## src/rtl/fifo_pkg.sv

```systemverilog
// ---------------------------------------------------------------------------
// fifo_pkg
// Shared constants and helpers for the parametrised synchronous FIFO and the
// UART top that instantiates it.
//   ERR_OVF / ERR_UDF : bit positions inside err_cause
//   DEF_DATABUS       : default data width
//   DEF_DEPTH         : default number of entries
//   level_width()     : bits needed to hold an occupancy of 0..depth
// ---------------------------------------------------------------------------
package fifo_pkg;

    localparam int ERR_OVF = 0;
    localparam int ERR_UDF = 1;

    localparam int DEF_DATABUS = 8;
    localparam int DEF_DEPTH   = 16;

    // Pointers carry one extra wrap bit, so occupancy 0..depth needs the same.
    function automatic int level_width(input int depth);
        return $clog2(depth) + 1;
    endfunction

endpackage : fifo_pkg

```

## src/rtl/fifo_flags.sv

```systemverilog
// ---------------------------------------------------------------------------
// fifo_flags
// Purely combinational occupancy decode from a pair of wrap-bit pointers.
// Shared by the Tx and Rx FIFOs.
//   wr_ptr, rd_ptr   in  : ADDRBUS+1 bit pointers, MSB is the wrap bit
//   afull_th         in  : almost_full when level >= afull_th
//   aempty_th        in  : almost_empty when level <= aempty_th
//   level            out : wr_ptr - rd_ptr, 0..DEPTH
//   empty, full      out : level == 0 / level == DEPTH
//   almost_empty     out
//   almost_full      out
// ---------------------------------------------------------------------------
module fifo_flags
    import fifo_pkg::*;
#(
    parameter int DEPTH = DEF_DEPTH
) (
    input  logic [level_width(DEPTH)-1:0] wr_ptr,
    input  logic [level_width(DEPTH)-1:0] rd_ptr,
    input  logic [level_width(DEPTH)-1:0] afull_th,
    input  logic [level_width(DEPTH)-1:0] aempty_th,
    output logic [level_width(DEPTH)-1:0] level,
    output logic                          empty,
    output logic                          full,
    output logic                          almost_empty,
    output logic                          almost_full
);

    localparam int PTRW = level_width(DEPTH);

    // Modulo-2^PTRW subtraction handles pointer wrap without any compare.
    assign level        = wr_ptr - rd_ptr;
    assign empty        = (level == '0);
    assign full         = (level == PTRW'(DEPTH));
    assign almost_empty = (level <= aempty_th);
    assign almost_full  = (level >= afull_th);

endmodule : fifo_flags

```

## src/rtl/sync_fifo_param.sv

```systemverilog
// ---------------------------------------------------------------------------
// sync_fifo_param
// Parametrised synchronous FIFO with occupancy, thresholds, flush and a
// sticky overflow/underflow error.
// Compile-time option: FIFO_FWFT_EN -- when defined, pop_data_out shows the
// head entry combinationally (first-word-fall-through); otherwise it is a
// registered read with one cycle of latency that holds between pops.
//   clk, rst_n        : clock, asynchronous active-low reset
//   push/push_data_in : write request and data
//   pop/pop_data_out  : read request and data
//   flush             : synchronous clear of contents (errors kept)
//   err_clr           : clear sticky error bits
//   empty, full, almost_empty, almost_full, level : occupancy status
//   err, err_cause    : sticky error, {underflow, overflow}
// ---------------------------------------------------------------------------
module sync_fifo_param
    import fifo_pkg::*;
#(
    parameter int DATABUS   = DEF_DATABUS,
    parameter int DEPTH     = DEF_DEPTH,
    parameter int AFULL_TH  = DEPTH - 2,
    parameter int AEMPTY_TH = 2
) (
    input  logic                          clk,
    input  logic                          rst_n,
    input  logic                          push,
    input  logic [DATABUS-1:0]            push_data_in,
    input  logic                          pop,
    output logic [DATABUS-1:0]            pop_data_out,
    input  logic                          flush,
    input  logic                          err_clr,
    output logic                          empty,
    output logic                          full,
    output logic                          almost_empty,
    output logic                          almost_full,
    output logic [level_width(DEPTH)-1:0] level,
    output logic                          err,
    output logic [1:0]                    err_cause
);

    localparam int ADDRBUS = $clog2(DEPTH);
    localparam int PTRW    = level_width(DEPTH);

    logic [DATABUS-1:0] mem_q [DEPTH];

    logic [PTRW-1:0]    wr_ptr_q, wr_ptr_d;
    logic [PTRW-1:0]    rd_ptr_q, rd_ptr_d;
    logic [1:0]         err_cause_q, err_cause_d;
    logic [1:0]         new_err;
    logic               push_ok, pop_ok;
    logic [ADDRBUS-1:0] wr_idx, rd_idx;

    assign wr_idx = wr_ptr_q[ADDRBUS-1:0];
    assign rd_idx = rd_ptr_q[ADDRBUS-1:0];

    fifo_flags #(.DEPTH(DEPTH)) u_flags (
        .wr_ptr       (wr_ptr_q),
        .rd_ptr       (rd_ptr_q),
        .afull_th     (PTRW'(AFULL_TH)),
        .aempty_th    (PTRW'(AEMPTY_TH)),
        .level        (level),
        .empty        (empty),
        .full         (full),
        .almost_empty (almost_empty),
        .almost_full  (almost_full)
    );

    // A simultaneous pop frees the slot, so a push into a full FIFO is
    // accepted when paired with a pop.
    assign push_ok = push && (!full || pop);
    assign pop_ok  = pop && !empty;

    always_comb begin
        // NOTE: every always_comb output gets a default first so no path
        // leaves it unassigned, which would infer a latch.
        wr_ptr_d = wr_ptr_q;
        rd_ptr_d = rd_ptr_q;
        new_err  = '0;
        if (flush) begin
            // Flush wins: push/pop requests this cycle are dropped unflagged.
            wr_ptr_d = '0;
            rd_ptr_d = '0;
        end else begin
            if (push_ok) wr_ptr_d = wr_ptr_q + PTRW'(1);
            if (pop_ok)  rd_ptr_d = rd_ptr_q + PTRW'(1);
            new_err[ERR_OVF] = push && !push_ok;
            new_err[ERR_UDF] = pop && !pop_ok;
        end
        // A fresh error in the err_clr cycle is OR-ed in after the clear.
        err_cause_d = (err_clr ? 2'b00 : err_cause_q) | new_err;
    end

    always_ff @(posedge clk or negedge rst_n) begin
        if (!rst_n) begin
            wr_ptr_q    <= '0;
            rd_ptr_q    <= '0;
            err_cause_q <= '0;
        end else begin
            // NOTE: sequential state uses non-blocking assignments so every
            // flop samples pre-edge values regardless of statement order.
            wr_ptr_q    <= wr_ptr_d;
            rd_ptr_q    <= rd_ptr_d;
            err_cause_q <= err_cause_d;
        end
    end

    // NOTE: the storage array has no reset; the pointers alone define which
    // entries are valid, and leaving it out keeps it a plain register file.
    always_ff @(posedge clk) begin
        if (!flush && push_ok) mem_q[wr_idx] <= push_data_in;
    end

    assign err_cause = err_cause_q;
    assign err       = |err_cause_q;

`ifdef FIFO_FWFT_EN
    // Head entry is visible as soon as it is written; contents while empty
    // are stale and meaningless.
    assign pop_data_out = mem_q[rd_idx];
`else
    logic [DATABUS-1:0] dout_q, dout_d;

    always_comb begin
        dout_d = dout_q;
        if (!flush && pop_ok) dout_d = mem_q[rd_idx];
    end

    always_ff @(posedge clk or negedge rst_n) begin
        if (!rst_n) dout_q <= '0;
        else        dout_q <= dout_d;
    end

    assign pop_data_out = dout_q;
`endif

endmodule : sync_fifo_param
```

## config.mk

```make
export PLATFORM = sky130hd
export DESIGN_NAME = sync_fifo_param
export DESIGN_NICKNAME = d
export VERILOG_FILES = /design/src/rtl/fifo_pkg.sv /design/src/rtl/fifo_flags.sv /design/src/rtl/sync_fifo_param.sv
export SDC_FILE = /design/constraint.sdc
export NUM_CORES = 1
export LEC_CHECK = 0
export CORE_MARGIN = 5
export CORE_UTILIZATION = 54
export CTS_BUF_LIST = sky130_fd_sc_hd__clkbuf_4 sky130_fd_sc_hd__clkbuf_8
export CTS_CLUSTER_SIZE = 20
export DETAILED_ROUTE_END_ITERATION = 8
export PLACE_DENSITY = 0.73
export SYNTH_ARGS = -nofsm -noshare
export SYNTH_HDL_FRONTEND = slang
export SYNTH_SLANG_ARGS = --single-unit
```

## constraint.sdc

```tcl
create_clock -name clk -period 3.9 [get_ports clk]
set_input_delay 0.78 -clock clk [delete_from_list [all_inputs] [get_ports clk]]
set_output_delay 0.78 -clock clk [all_outputs]
set_load 0.01 [all_outputs]
```

==> results of run 1 <==
## repair_timing
item                       CTS  global route
gates resized for setup      1             5
setup buffers                0             0
setup endpoints to repair    1             4
## flip-flops by register name (all words and copies together), names as in the netlist
signal        cells
err_cause         2
wr_ptr_q          5
rd_ptr_q          5
pop_data_out      8
mem_q           128
## metal layers
layer	share of wire [%]	up-vias
met2	50	136
li1	-	1570
met3	7.4	17
met5	0	-
met1	41	1807
met4	1.6	0
## power groups by stage
stage	sequential (mW)	combinational, mW	clock [mW]
after global routing	1.89	1.73	1.41
after global placement	1.91	1.55	0
final	1.88	1.60	1.31
after detailed placement	1.91	1.60	0
after CTS	1.88	1.59	1.33
after floorplan	1.92	1.03	0
## cell families (layout without fill, tap and decap cells)
kind of cell / count (synthesis) / in the layout / share of synthesized area [%]
adder cells (fa/ha/maj): 10 / 10 / 2.11
flip-flops: 148 / 148 / 69.3
AND/OR/NAND/NOR: 87 / 87 / 6.88
XOR/XNOR: 4 / 4 / 0.798
multiplexers: 45 / 45 / 13.8
buffers and inverters: 29 / 97 / 2.09
AO/OA/AOI/OAI: 41 / 41 / 5.03
## cell usage after synthesis, types with 2 or more instances
master	count	area, um^2
nor4_1	5	31.3
mux2_1	8	90.1
ha_1	9	113
nand3b_1	2	15.0
o2111ai_1	4	35.0
edfxtp_1	128	3840
a22oi_1	16	120
nand2b_1	3	18.8
inv_1	9	33.8
a21o_1	2	15.0
nand3_1	3	15.0
nor2_1	22	82.6
mux2_2	4	45.0
nor2b_1	3	18.8
a41oi_1	3	26.3
nand4_1	3	18.8
nand2_1	24	90.1
buf_4	2	15.0
xor2_1	2	17.5
mux4_2	32	721
buf_2	6	30.0
dfrtp_1	20	500
or4_1	5	37.5
a21oi_1	5	25.0
nor3_1	12	60.1
o211ai_1	2	15.0
clkbuf_1	10	37.5
## area by class of cell
type                       instances  area [um^2]  share of cell area (%)
inverter                          10         37.5                   0.513
clock buffer                      17          234                    3.20
multi-input combinational        187         1810                    24.7
timing repair buffer              55          498                    6.81
sequential                       148         4350                    59.4
tap                              143          179                    2.45
clock inverter                    15          213                    2.91
## how the worst max path moves through the flow
stage	from	to	slack, ns
6_report	wr_ptr_q[0]$_DFFE_PN0P_	full	0.16
5_1_grt	wr_ptr_q[0]$_DFFE_PN0P_	almost_empty	-0.009
4_1_cts	wr_ptr_q[0]$_DFFE_PN0P_	full	0.06
3_5_place_dp	wr_ptr_q[0]$_DFFE_PN0P_	almost_empty	0.24
3_3_place_gp	wr_ptr_q[0]$_DFFE_PN0P_	almost_empty	0.41
2_1_floorplan	wr_ptr_q[0]$_DFFE_PN0P_	almost_empty	0.55
==> results.toml, run 1 <==
[synthesis]
synthFlopType = "edfxtp_1"
synth_area_mm2 = 0.00627
postSynth.asyncResetShare_pct = 13.5
synth.distinct_cells = 47
syn_area_per_cell_um2 = 17.2
ys_warn_count = 0
ys_ff_latch = 148
syn_nets = 388
synthCells = 364
ys_seq_area_share_pct = 69.3
synth_edf_count = 128

[route]
antenna_left = 0
dr.pass1.iters = 6
finalWirelength_mm = 13.1
viasPerCell = 6.14
wl_per_cell_um = 22.9
drcViolationCount = 0
vias = 3530
drtIter0Drc = 371

[worst_hold_path]
hold_end = "pop_data_out[4]$_DFFE_PN0P_"
hold_depth = 1
hp-start = "pop_data_out[4]$_DFFE_PN0P_"
hold_path_class = "register to register"

[pwr]
internal-power_mw = 3.35
finalPower_mw = 4.79
power_frac_comb_pct = 33.4
total_leakage_power_nw = 2.49
ir_drop_mv = 0.481
pwr-share-clk_pct = 27.3
pwr-share-seq_pct = 39.3
p_sw_mw = 1.44
power.density_mw_per_mm2 = 654
p_sw_share_pct = 30.1

[placed_design]
placed_cells = 543
dp_slack_ns = 0.245
globalplace.congestion = 0.824
dpl_cell_area_mm2 = 0.00685
hpwl_mm = 8.35
port_buffers = 33

[worst_setup_path]
critical_path_arrival_ns = 2.96
worst_setup_path_end_kind = "primary output"
r2r_end = "mem_q[3][0]$_DFFE_PP_"
cpMaxStageDelayCell = "clkdlybuf4s50_1"
crit_type = "register to primary output"
crit_buf_inv = 2
critPathLaunchType = "register"
rr_worst_depth = 10
r2r_start = "wr_ptr_q[0]$_DFFE_PN0P_"
critPathMaxStageDelay_ns = 0.50
cp_common_cell = "nor2_1"
worst_ep_required_time_ns = 3.12
crit_family = "adder cells"
r2r_setup_slack_ns = 0.84
worstPathCellList = "inv_1, ha_1, fa_1, xnor2_2, a211oi_2, nor2_1, nor2_1, clkdlybuf4s50_1"
worst-path-stages = 8
path_max_fanout = 6

[cells_and_area]
stdcell_area_mm2 = 0.00731
mostFrequentLayoutCell = "edfxtp_1"
fill_cells = 812
final_util_pct = 64.1
fin_nets = 443
area_growth_pct = 16.6
diodes = 0
drive_above_1_share_pct = 23.1
stdcell_count = 575
final_cell_mix = "128 x edfxtp_1, 32 x mux4_2, 32 x clkdlybuf4s50_1"

[die]
die_w_um = 118
dieArea_mm2 = 0.0139
core_area_mm2 = 0.0114
num_rows = 39
io_pins = 34
initial_utilization_pct = 54.9
die_h_um = 118

[timing]
fin_hold_ws_ns = 0.501
finalMaxSlewViolations = 0
timing.final.ws_setup_ns = 0.157
setup_viol = 0
worst_pin_slew_ns = 1.07
fin_crit_sh_pct = 96.0
fmax_mhz = 267
setup_tns_ns = 0
rsz0062_at_grt = "true"
final-hold-violation-count = 0
fin_skew_ns = 0.0151
finalCriticalPeriod_ns = 3.74
relSlewSlack_pct = 28.3

[clock_tree]
cts_root_buf = "clkbuf_8"
h-tree-depth = 4
cts_tree = "yes"
holdBufCountCts = 0
cts_buffers = 17
clock_latency_ns = 0.44
cts.reportedPaths.clkPinSlew_ns = 0.09
cts_sinks = 148
cts_buffer_depth = 2

[job]
drv_cap = 0

[global_route]
grtUsageTotal_pct = 19.9
grt_use_met2_pct = 32.0
use_met3_pct = 5.72
grt_pass1_vias = 3714
antenna_found_initial = 0
grt_start_max_net_pins = 37
grt-busiest-layer = "met2"
overflow = 0
use_met1_pct = 26.3
grt_first_pass_wirelength_mm = 20.7

[run_status]
status = "finished, final reports clean"
Note: power is estimated with default switching activity, not from simulation.
==> run 2, diff against run 1 <==
- DONT_BUFFER_PORTS: default -> 1
- PLACE_DENSITY: 0.73 -> default
- PLACE_DENSITY_LB_ADDON: default -> 0.1
==> run 2 against run 1 <==
  * Cell count shrank 6.1%
  * Routed wire length fell by 3.6%
  * Flip-flop and latch count unchanged
  * Non-clock buffer count fell by 33
  * First-iteration DRC count decreased by 8.6%
  * Combinational power decreased by 21%
  * Worst hold slack worse by 0.058 ns
  * Fmax increased by 1.9%
  * Core utilization decreased by 2.8 points
  * Critical path depth rose by 1
  * Clock-buffer cell count increased by 1
  * Critical endpoint is now almost_empty
==> results.toml, run 2 (same netlist as run 1, synthesis figures left out) <==
[global_route]
grt_first_pass_wirelength_mm = 19.8
grt_pass1_vias = 3375
grt_start_max_net_pins = 37
antenna_found_initial = 0
overflow = 0
grtUsageTotal_pct = 19.3

[die]
num_rows = 39
initial_utilization_pct = 54.9
io_pins = 34
die_w_um = 118
core_area_mm2 = 0.0114
dieArea_mm2 = 0.0139
die_h_um = 118

[route]
drtIter0Drc = 339
drcViolationCount = 0
antenna_left = 0
dr.pass1.iters = 4
viasPerCell = 6.15
finalWirelength_mm = 12.7
vias = 3322
wl_per_cell_um = 23.5

[placed_design]
port_buffers = 0
hpwl_mm = 8.20
globalplace.congestion = 0.777
dp_slack_ns = 0.417

[timing]
timing.final.ws_setup_ns = 0.227
fmax_mhz = 272
final-hold-violation-count = 0
setup_viol = 0
fin_crit_sh_pct = 94.2
worst_pin_slew_ns = 1.15
finalCriticalPeriod_ns = 3.67
relSlewSlack_pct = 23.0
setup_tns_ns = 0
finalMaxSlewViolations = 0
fin_skew_ns = 0.0139
rsz0062_at_grt = "false"

[cells_and_area]
regMostFlops = "mem_q"
mostFrequentLayoutCell = "edfxtp_1"
largest_reg_flops = 128
drive_above_1_share_pct = 24.7
fin_nets = 410
regArea_mm2 = 0.00435
diodes = 0
fill_cells = 848
multiInputGateArea_mm2 = 0.00183
final_cell_mix = "128 x edfxtp_1, 32 x mux4_2, 24 x nand2_1"
area_growth_pct = 11.5

[worst_setup_path]
critPathLaunchType = "register"
worst_setup_path_end_kind = "primary output"
path_max_fanout = 6
worst_ep_required_time_ns = 3.12
crit_type = "register to primary output"
critical_path_arrival_ns = 2.89

[pwr]
ir_drop_mv = 0.549
pwr-share-clk_pct = 28.7
power_frac_comb_pct = 28.4
p_sw_mw = 1.34
internal-power_mw = 3.11
power.density_mw_per_mm2 = 637
total_leakage_power_nw = 2.37
p_sw_share_pct = 30.1
pwr-share-seq_pct = 42.9

[clock_tree]
cts_buffers = 17
cts_root_buf = "clkbuf_8"
cts_buffer_depth = 2
cts_tree = "yes"
postCtsSetupBuffers = 0
h-tree-depth = 4
cts.reportedPaths.clkPinSlew_ns = 0.08
clock_latency_ns = 0.43
cts_sinks = 148

[worst_hold_path]
hold_path_class = "input pin to register"

[job]
drv_cap = 0

[run_status]
status = "finished, final reports clean"
run 2: changes by cell type in the layout (fill, tap and decap cells not counted), sizes merged:
cell	previous run	this run
clkinv	8	6
clkinvlp	2	1
clkbuf	17	18
buf	22	20
clkdlybuf4s50	32	0
dlygate4sd2	1	0
dlygate4sd3	0	2
run 2: layout make-up:
cell class / instances / share of cell area [%]
Multi-Input combinational cell: 187 / 26.2
Clock buffer: 18 / 3.46
Timing Repair Buffer: 22 / 2.43
Tap cell: 143 / 2.56
Inverter: 10 / 0.537
Clock inverter: 12 / 2.69
Sequential cell: 148 / 62.2
run 2: what timing repair did:
item,in CTS,in global routing
resized for setup,0,2
endpoints found under the setup margin,0,3
hold endpoints to repair,6,14
hold buffers,1,1
run 2: metal layers:
layer  share of wire [%]  wire [um]  track usage (%)  vias up
met5                   0          0                0        -
met3                 4.9        626             5.33       12
met1                  46       5880             27.7     1722
met2                  48       6020             29.2       87
li1                    -          -                -     1501
met4                 1.1        143             5.59        0
run 2: worst paths after layout:
check	cells past startpoint	from	slack [ns]	end
worst max-delay path	9	wr_ptr_q[0]$_DFFE_PN0P_	0.23	almost_empty
worst min-delay path	0	push_data_in[4]	0.44	mem_q[13][4]$_DFFE_PP_
worst max register to register	9	wr_ptr_q[0]$_DFFE_PN0P_	0.39	mem_q[8][2]$_DFFE_PP_
worst min register to register	1	pop_data_out[4]$_DFFE_PN0P_	0.56	pop_data_out[4]$_DFFE_PN0P_
max in group asynchronous	1	rst_n	2.44	rd_ptr_q[0]$_DFFE_PN0P_
min in group asynchronous	1	rst_n	0.66	wr_ptr_q[3]$_DFFE_PN0P_
run 2: worst max-delay path, stage by stage (launching register included):
cell       delay, ns
dfrtp_1         0.44
inv_1           0.11
ha_1            0.22
fa_1            0.43
nand2b_1        0.17
a21oi_1         0.21
xor2_2          0.24
inv_2           0.12
a2111oi_2       0.34
buf_4           0.18
run 2: through the flow:
step	hold WS [ns]	util (%)	total power, mW	cell area, um^2	cells
after floorplan	0.484	-	2.95	6270	364
after global placement	0.485	57.2	3.18	6530	508
after detailed placement	0.485	57.2	3.20	6530	508
after CTS	0.00354	61.1	4.46	6970	539
after global routing	0.395	61.2	4.70	6990	540
final	0.442	61.2	4.45	6990	540
run 2: power groups by stage:
stage	Clock (mW)	Sequential [mW]	Combinational, mW
finish	1.28	1.91	1.27
detailed placement	0	1.95	1.25
CTS	1.30	1.91	1.25
floorplan	0	1.92	1.03
global placement	0	1.94	1.23
global route	1.38	1.92	1.40
==> run 3, diff against run 2 <==
- CAP_MARGIN: default -> 20
- CORE_UTILIZATION: 54 -> 60
- DONT_BUFFER_PORTS: 1 -> default
==> run 3 against run 2 <==
  * Core utilization up 9.7 points
  * Critical path depth unchanged
  * Worst hold slack improved by 0.054 ns
  * Cell count grew 5.9%
  * Sequential power about the same
  * Global-route usage rose by 1.8 points
  * Non-clock buffer count is 37 higher
  * Clock skew down 0.0044 ns
  * Largest cell class unchanged
  * Largest power group unchanged
==> results.toml, run 3 (same netlist as run 1, synthesis figures left out) <==
[run_status]
status = "finished, final reports clean"

[die]
dieArea_mm2 = 0.0126
initial_utilization_pct = 61.0
die_w_um = 112
core_area_mm2 = 0.0103
num_rows = 37
die_h_um = 112
io_pins = 34

[worst_hold_path]
hold_path_class = "register to register"

[cells_and_area]
final_util_pct = 70.9
largest_reg_flops = 128
fin_nets = 447
drive_above_1_share_pct = 23.9
mostFrequentLayoutCell = "edfxtp_1"
area_growth_pct = 16.1
stdcell_count = 572
final_cell_mix = "128 x edfxtp_1, 32 x mux4_2, 31 x clkdlybuf4s50_1"
regMostFlops = "mem_q"
diodes = 0

[clock_tree]
cts.reportedPaths.clkPinSlew_ns = 0.08
cts_sinks = 148
cts_buffers = 17
holdBufCountCts = 0
cts_root_buf = "clkbuf_8"
cts_tree = "yes"
clock_latency_ns = 0.43
cts_buffer_depth = 2
h-tree-depth = 4

[worst_setup_path]
rr_worst_depth = 9
critPathLaunchType = "register"
r2r_end = "mem_q[15][6]$_DFFE_PP_"
critPathCapture = "full"
r2r_start = "wr_ptr_q[0]$_DFFE_PN0P_"
crit_type = "register to primary output"
worst_ep_required_time_ns = 3.12
r2r_setup_slack_ns = 0.73
critPathLaunch = "wr_ptr_q[0]$_DFFE_PN0P_"
critical_path_arrival_ns = 2.98
path_max_fanout = 8
worst_setup_path_end_kind = "primary output"

[timing]
fin_crit_sh_pct = 96.4
final-hold-violation-count = 0
fin_skew_ns = 0.00949
setup_tns_ns = 0
setup_viol = 0
fin_hold_ws_ns = 0.496
relSlewSlack_pct = 32.0
fmax_mhz = 266
rsz0062_at_grt = "false"
finalMaxSlewViolations = 0
finalCriticalPeriod_ns = 3.76
worst_pin_slew_ns = 1.01

[route]
dr.pass1.iters = 5
wl_per_cell_um = 21.8
drtIter0Drc = 301
antenna_left = 0
viasPerCell = 6.11
drcViolationCount = 0
finalWirelength_mm = 12.5
vias = 3493

[pwr]
finalPower_mw = 4.69
p_sw_mw = 1.49
power_frac_comb_pct = 34.8
total_leakage_power_nw = 2.51
pwr-share-clk_pct = 25.2
pwr-share-seq_pct = 40.0
p_sw_share_pct = 31.9
internal-power_mw = 3.19
ir_drop_mv = 0.370
power.density_mw_per_mm2 = 643

[global_route]
grt_pass1_vias = 3576
grt_first_pass_wirelength_mm = 19.9
antenna_found_initial = 0
grtUsageTotal_pct = 21.0
grt_start_max_net_pins = 37
overflow = 0

[placed_design]
globalplace.congestion = 0.927
placed_cells = 535
port_buffers = 33
hpwl_mm = 8.18

[job]
drv_cap = 0
-- run 3: cell count changes in the layout (fill, tap and decap cells not counted), sizes merged --
cell / previous run / this run
clkinvlp: 1 / 3
dlymetal6s2s: 0 / 1
buf: 20 / 26
clkbuf: 18 / 17
clkdlybuf4s50: 0 / 31
dlygate4sd2: 0 / 1
inv: 10 / 17
clkinv: 6 / 3
dlygate4sd3: 2 / 0
bufinv: 5 / 2
-- run 3: cell type report --
class | count | area [um^2]
sequential | 148 | 4350
fill | 666 | 2990
multi-input combinational | 187 | 1800
timing repair buffer | 59 | 527
clock buffer | 17 | 234
tap | 136 | 170
clock inverter | 15 | 166
inverter | 10 | 37.5
-- run 3: power groups by stage --
stage | sequential [mW] | clock [mW] | combinational [mW]
6_report | 1.88 | 1.18 | 1.63
5_1_grt | 1.89 | 1.27 | 1.77
4_1_cts | 1.88 | 1.21 | 1.63
3_5_place_dp | 1.91 | 0 | 1.63
3_3_place_gp | 1.91 | 0 | 1.59
2_1_floorplan | 1.92 | 0 | 1.03
-- run 3: what timing repair did --
item	CTS	global route
pin swaps	0	1
resized for setup	1	3
buffers inserted	1	0
cloned	0	0
endpoints found under the setup margin	3	2
-- run 3: stage by stage --
step	worst slack, ns	cell area [um^2]
finish	0.141	7280
detailed placement	0.326	6840
floorplan	0.552	6270
global placement	0.423	6840
global route	0.0115	7280
CTS	0.0682	7240
-- run 3: critical path, cell delays in order, from the launching register on --
cell and delay [ns]:
dfrtp_1 0.35, inv_1 0.07, ha_1 0.21, fa_2 0.56
nand3b_1 0.12, nor4b_2 0.27, nor2_1 0.10, buf_4 0.18
nor2_1 0.12, clkdlybuf4s50_1 0.56
-- run 3: how the worst min path moves through the flow --
stage               cells past startpoint  slack (ns)                   startpoint                          end
CTS                                     1        0.50  pop_data_out[2]$_DFFE_PN0P_  pop_data_out[2]$_DFFE_PN0P_
global placement                        1        0.47  pop_data_out[6]$_DFFE_PN0P_  pop_data_out[6]$_DFFE_PN0P_
global route                            1        0.50                        rst_n  pop_data_out[2]$_DFFE_PN0P_
finish                                  1        0.50  pop_data_out[2]$_DFFE_PN0P_  pop_data_out[2]$_DFFE_PN0P_
detailed placement                      1        0.48  pop_data_out[2]$_DFFE_PN0P_  pop_data_out[2]$_DFFE_PN0P_
floorplan                               0        0.48                        rst_n       err_cause[0]$_DFF_PN0_
-- run 3: metal layers --
metal	global-route usage, %	wire length [um]
met5	0	0
met2	32.5	6130
met1	29.8	5360
met3	4.91	765
met4	7.61	199
